$ cat src/rtl/mmio_timer_pkg.sv
// Shared register map and CTRL/STATUS field layout for the memory-mapped timer.
package mmio_timer_pkg;

    localparam logic [2:0] TMR_CTRL   = 3'd0;
    localparam logic [2:0] TMR_COUNT  = 3'd1;
    localparam logic [2:0] TMR_CMP    = 3'd2;
    localparam logic [2:0] TMR_STATUS = 3'd3;
    localparam logic [2:0] TMR_PRESC  = 3'd4;

    localparam int CTRL_EN   = 0;
    localparam int CTRL_AR   = 1;
    localparam int CTRL_IE   = 2;
    localparam int STAT_FLAG = 0;

    typedef struct packed {
        logic ie;
        logic ar;
        logic en;
    } ctrl_t;

endpackage

$ cat src/rtl/mmio_timer_if.sv
// Processor data-bus view of the timer window: store strobe, address, data both ways.
interface mmio_timer_if;
    logic        MemWrite;
    logic [31:0] Adr;
    logic [31:0] WriteData;
    logic [31:0] ReadData;
    logic        Hit;
    logic        Irq;

    modport master (output MemWrite, Adr, WriteData, input ReadData, Hit, Irq);
    modport slave  (input MemWrite, Adr, WriteData, output ReadData, Hit, Irq);
endinterface

$ cat src/rtl/mmio_timer_prescaler.sv
// Prescale counter: PCNT runs 0..presc while enabled and tick marks the terminal cycle.
module timer_prescaler (
    input  logic        clk,
    input  logic        reset,
    input  logic        en,
    input  logic        clr,
    input  logic [15:0] presc,
    output logic        tick
);

    logic [15:0] pcnt_r;

    assign tick = en && (pcnt_r == presc);

    // PCNT advances while enabled, restarting after each tick or on any reconfiguration
    always_ff @(posedge clk) begin
        if (reset) begin
            pcnt_r <= 16'd0;
        end else if (clr || !en || tick) begin
            pcnt_r <= 16'd0;
        end else begin
            pcnt_r <= pcnt_r + 16'd1;
        end
    end

endmodule

$ cat src/rtl/mmio_timer.sv
// Timer peripheral on the processor data bus: 8-word window with prescaled counter and compare.
module mmio_timer
    import mmio_timer_pkg::*;
#(
    parameter logic [31:0] BASE = 32'h0000_0100
) (
    input logic         clk,
    input logic         reset,
    mmio_timer_if.slave bus
);

    ctrl_t       ctrl_r;
    logic [31:0] count_r;
    logic [31:0] cmp_r;
    logic        flag_r;
    logic [15:0] presc_r;

    logic        hit_s;
    logic        wr_s;
    logic [2:0]  off_s;
    logic        tick_s;
    logic        match_s;
    logic        pclr_s;
    logic [31:0] rdata_s;
    logic        unused_s;

    assign hit_s    = (bus.Adr[31:5] == BASE[31:5]);
    assign off_s    = bus.Adr[4:2];
    assign wr_s     = bus.MemWrite && hit_s;
    assign match_s  = (count_r == cmp_r);
    assign pclr_s   = wr_s && ((off_s == TMR_CTRL) || (off_s == TMR_PRESC));
    assign unused_s = ^bus.Adr[1:0];

    timer_prescaler u_presc (
        .clk   (clk),
        .reset (reset),
        .en    (ctrl_r.en),
        .clr   (pclr_s),
        .presc (presc_r),
        .tick  (tick_s)
    );

    // Register file; software COUNT writes beat ticks, match set beats W1C clear
    always_ff @(posedge clk) begin
        if (reset) begin
            ctrl_r  <= '0;
            count_r <= 32'd0;
            cmp_r   <= 32'd0;
            flag_r  <= 1'b0;
            presc_r <= 16'd0;
        end else begin
            if (wr_s && (off_s == TMR_CTRL)) begin
                ctrl_r <= '{ie: bus.WriteData[CTRL_IE], ar: bus.WriteData[CTRL_AR],
                            en: bus.WriteData[CTRL_EN]};
            end
            if (wr_s && (off_s == TMR_CMP)) begin
                cmp_r <= bus.WriteData;
            end
            if (wr_s && (off_s == TMR_PRESC)) begin
                presc_r <= bus.WriteData[15:0];
            end
            if (wr_s && (off_s == TMR_COUNT)) begin
                count_r <= bus.WriteData;
            end else if (tick_s) begin
                count_r <= (match_s && ctrl_r.ar) ? 32'd0 : count_r + 32'd1;
            end
            if (tick_s && match_s) begin
                flag_r <= 1'b1;
            end else if (wr_s && (off_s == TMR_STATUS) && bus.WriteData[STAT_FLAG]) begin
                flag_r <= 1'b0;
            end
        end
    end

    // Zero-latency read mux; anything outside the window reads 0 so top can OR/mux freely
    always_comb begin
        rdata_s = 32'd0;
        if (hit_s) begin
            case (off_s)
                TMR_CTRL:   rdata_s = {29'd0, ctrl_r};
                TMR_COUNT:  rdata_s = count_r;
                TMR_CMP:    rdata_s = cmp_r;
                TMR_STATUS: rdata_s = {31'd0, flag_r};
                TMR_PRESC:  rdata_s = {16'd0, presc_r};
                default:    rdata_s = 32'd0;
            endcase
        end else begin
            rdata_s = 32'd0;
        end
    end

    assign bus.ReadData = rdata_s;
    assign bus.Hit      = hit_s;
    assign bus.Irq      = flag_r && ctrl_r.ie;

endmodule

$ cat src/flat_wrapper.sv
// flat-port wrapper written by rule: the top's interface ports become plain ports
module mmio_timer_flat import mmio_timer_pkg::*;
#(
    parameter logic [31:0] BASE = 32'h0000_0100
)
  (clk, reset, bus_MemWrite, bus_Adr, bus_WriteData, bus_ReadData, bus_Hit, bus_Irq);
  mmio_timer_if bus_i ();
  input logic clk;
  input logic reset;
  input wire logic [$bits(bus_i.MemWrite)-1:0] bus_MemWrite;
  input wire logic [$bits(bus_i.Adr)-1:0] bus_Adr;
  input wire logic [$bits(bus_i.WriteData)-1:0] bus_WriteData;
  output wire logic [$bits(bus_i.ReadData)-1:0] bus_ReadData;
  output wire logic [$bits(bus_i.Hit)-1:0] bus_Hit;
  output wire logic [$bits(bus_i.Irq)-1:0] bus_Irq;
  assign bus_i.MemWrite = bus_MemWrite;
  assign bus_i.Adr = bus_Adr;
  assign bus_i.WriteData = bus_WriteData;
  assign bus_ReadData = bus_i.ReadData;
  assign bus_Hit = bus_i.Hit;
  assign bus_Irq = bus_i.Irq;
  mmio_timer #(.BASE(BASE)) u_core (.clk(clk), .reset(reset), .bus(bus_i));
endmodule
$ cat config.mk
export PLATFORM = sky130hd
export DESIGN_NAME = mmio_timer_flat
export DESIGN_NICKNAME = d
export VERILOG_FILES = /design/src/rtl/mmio_timer_pkg.sv /design/src/rtl/mmio_timer_if.sv /design/src/rtl/mmio_timer_prescaler.sv /design/src/rtl/mmio_timer.sv /design/src/flat_wrapper.sv
export SDC_FILE = /design/constraint.sdc
export NUM_CORES = 1
export LEC_CHECK = 0
export BUFFER_PORTS_ARGS = -buffer_cell sky130_fd_sc_hd__buf_2
export CELL_PAD_IN_SITES_DETAIL_PLACEMENT = 2
export CELL_PAD_IN_SITES_GLOBAL_PLACEMENT = 2
export CORE_MARGIN = 3
export CORE_UTILIZATION = 34
export DETAILED_ROUTE_END_ITERATION = 16
export PLACE_DENSITY_LB_ADDON = 0.25
export SYNTH_ARGS = -nofsm -noshare
export SYNTH_HDL_FRONTEND = slang
export SYNTH_SLANG_ARGS = --single-unit
$ cat constraint.sdc
create_clock -name clk -period 4.78 [get_ports clk]
set_input_delay 0.478 -clock clk [delete_from_list [all_inputs] [get_ports clk]]
set_output_delay 0.478 -clock clk [all_outputs]
set_load 0.02 [all_outputs]
==> out/qor.csv <==
stage,metric,value,unit
global_routing,GRT overflow,0,
cts,Max Buffers Root-to-Sink,2,
power_and_ir_drop,Cell Pwr Density,268,nW/um^2
timing,worst-margin pin slew,1.25,ns
synth,Synth area leaders,"dfxtp_1, nor2_1, a21oi_1, nand2_1, xor2_1",
synth,fraction of registers with async set/reset,0,%
worst_setup_path,CP Capture Type,output pin,
timing,max frequency,0.287,GHz
layout,n_diodes,0,
synth,Ys Warns,0,
power_and_ir_drop,Pint,1.42,mW
cts,CTS tree,done,
worst_setup_path,crit path max fanout,32,
floorplanning,core box area,16800,um^2
synth,Unique masters post-synth,44,
layout,"commonest non-fill, non-tap cell in the layout",nor2_1,
synth,top_reg_cell synth,dfxtp_1,
global_routing,vias in the first global route,6745,
place,input/output buffers,98,
hold_path,HP Class,in -> reg,
worst_setup_path,critical path startpoint category,primary input,
cts,worst-skew pair later-pin latency,0.36,ns
power_and_ir_drop,Psw,0.409,mW
run_status,status,"complete, no violations",
layout,fin nets,939,
floorplanning,Initial Utilization,35.1,%
synth,Synth Instances,814,
synth,"EDFF count, synth",0,
synth,post-synthesis sequential area ratio,34.1,%
timing,fin crit period,3.48,ns
power_and_ir_drop,Max IR drop VDD,0.167,mV
cts,CTS buffer count,9,
power_and_ir_drop,Clock power frac,50.2,%
place,Routability Congestion,0.800,
synth,Synth Cell Area,5880,um^2
worst_setup_path,crit path kind,in -> out,
routing,DRC viols,0,
routing,per-cell routed wire length,22.2,um
cts,# Post-CTS Setup Buffers,0,
cts,H-tree Lvls,3,
layout,synthesis-to-finish area growth,16.1,%
power_and_ir_drop,Logic pwr share,4.3,%
cts,post-cts resize count,0,
routing,Pre-antenna DRT Iters,4,
floorplanning,FP Rows,47,
synth,syn avg cell area,7.22,um^2
timing,Final setup viols,0,
timing,Max Slew Vio Count,0,
timing,setup TNS,0,ns
timing,"Period Utilization, post-route",72.8,%
routing,DRT Wirelength,24400,um
synth,Post-Synthesis Net Count,883,
power_and_ir_drop,Lkg Pwr,2.46,nW
routing,number of DRC markers in iteration 0,390,
routing,post-route ant nets,0,
timing,final setup skew,0.00899,ns
power_and_ir_drop,sequential power share,45.5,%
cts,hold_buf cts,0,
layout,# fillers,2011,
worst_setup_path,CP Data Arrival Time,3.00,ns
cts,CTS sink count,100,
global_routing,initial antenna violation count,0,
worst_setup_path,Required @ worst endpoint,4.30,ns
power_and_ir_drop,Switching Fraction,22.3,%
power_and_ir_drop,Total Power,1.83,mW
cts,clk root buf,clkbuf_16,
routing,routed vias,6220,
synth,top cell type by total area after synthesis,dfxtp_1,
timing,Final Hold Fails,0,
cts,"CTS clk-pin slew, worst paths",0.08,ns
place,hpwl dp,17300,um
timing,slew margin rel.,16.6,%
global_routing,GRT Total Usage,26.0,%
layout,layout cell share with drive strength beyond 1,16.2,%
floorplanning,Die Height,137,um
synth,area fraction of the dominant cell type after synthesis,34.1,%
synth,Synth Register Bits,100,
worst_setup_path,internal reg-to-reg setup slack,1.40,ns
global_routing,largest net degree at the start of global routing,85,
floorplanning,IO Pins,101,
routing,routed vias/inst,5.68,
timing,RSZ-0062 raised after global routing,false,
floorplanning,die area,18900,um^2
layout,most frequent cells in the layout,"nor2_1, nand2_1, dfxtp_1",
job,MaxCap Viol Count,0,
floorplanning,Die X,137,um
global_routing,first-pass GRT wire length,37900,um
[flip-flops by register name, indices dropped and copies added (netlist names)]
signal,count
u_core.u_presc.pcnt_r,16
u_core.presc_r,16
u_core.cmp_r,32
u_core.ctrl_r,3
u_core.flag_r,1
u_core.count_r,32
[per-stage QoR]
step / setup WS (ns) / hold slack [ns] / cell area, um^2 / std cells / util [%]
3_3_place_gp: 1.50 / 0.464 / 6460 / 1079 / 38.5
6_report: 1.30 / 0.363 / 6820 / 1095 / 40.7
2_1_floorplan: 2.18 / 0.454 / 5880 / 814 / -
5_1_grt: 1.10 / 0.366 / 6820 / 1095 / 40.7
4_1_cts: 1.30 / 0.359 / 6820 / 1095 / 40.7
3_5_place_dp: 1.30 / 0.480 / 6460 / 1079 / 38.5
[layout make-up]
type	instances	area, um^2	area share (%)
sequential	100	2000	29.4
inverter	14	52.6	0.771
timing repair buffer	108	566	8.29
clock inverter	7	139	2.04
multi-input combinational	637	3560	52.2
tap	220	275	4.04
clock buffer	9	225	3.30
[synth_stat cells, types with 2 or more instances]
library cell / count
a211oi_2: 9
buf_4: 3
buf_1: 3
a41oi_1: 5
dfxtp_1: 100
a31oi_1: 16
nor2_1: 134
xor2_1: 48
nor4_1: 20
a22oi_1: 31
nor4b_1: 3
nand3_1: 22
a21oi_1: 89
and2_1: 4
nand2_1: 116
mux2i_1: 6
or3_1: 2
and4_1: 2
inv_1: 14
a211oi_1: 22
nor3b_1: 6
o21ai_0: 5
and3_1: 7
xnor2_1: 14
nor2b_1: 6
nor3_1: 16
ha_1: 2
clkbuf_1: 47
buf_2: 9
o21ai_1: 27
nand4_1: 13
[power groups by stage]
stage	clock (mW)	combinational [mW]	sequential (mW)
after floorplan	0	0.0274	0.852
after global placement	0	0.0750	0.852
after detailed placement	0	0.0778	0.852
after CTS	0.935	0.0782	0.832
after global routing	0.969	0.0854	0.832
final	0.920	0.0791	0.832
[worst paths after layout]
path | cells past startpoint | start | endpoint
max | 7 | bus_Adr[25] | bus_ReadData[12]
min | 3 | bus_WriteData[17] | u_core.cmp_r[17]
max reg2reg | 7 | u_core.count_r[20] | u_core.count_r[10]
min reg2reg | 2 | u_core.cmp_r[4] | u_core.cmp_r[4]
[worst max-delay path, stage by stage]
cell	delay (ns)
buf_2	0.10
nor4_1	0.29
and3_1	0.29
nor2b_1	0.36
nand2_1	0.82
nor2_1	0.44
buf_2	0.22
[per-layer routing]
layer / vias up / routed length [um] / GRT usage, %
met1: 3144 / 10500 / 31.5
met2: 98 / 12600 / 47.6
met4: 0 / 454 / 6.87
met5: - / 0 / 0
met3: 28 / 771 / 4.09
li1: 2950 / - / -
[kinds of logic after synthesis]
family          after synthesis  share of synthesized area [%]
simple gates                358                           27.6
compound gates              208                           22.0
flops                       100                           34.1
buf+inv                      77                           5.49
xor+xnor                     62                           9.24
mux                           7                           1.21
fa+ha+maj                     2                          0.426
No activity file was read; power rests on OpenSTA's default activity.
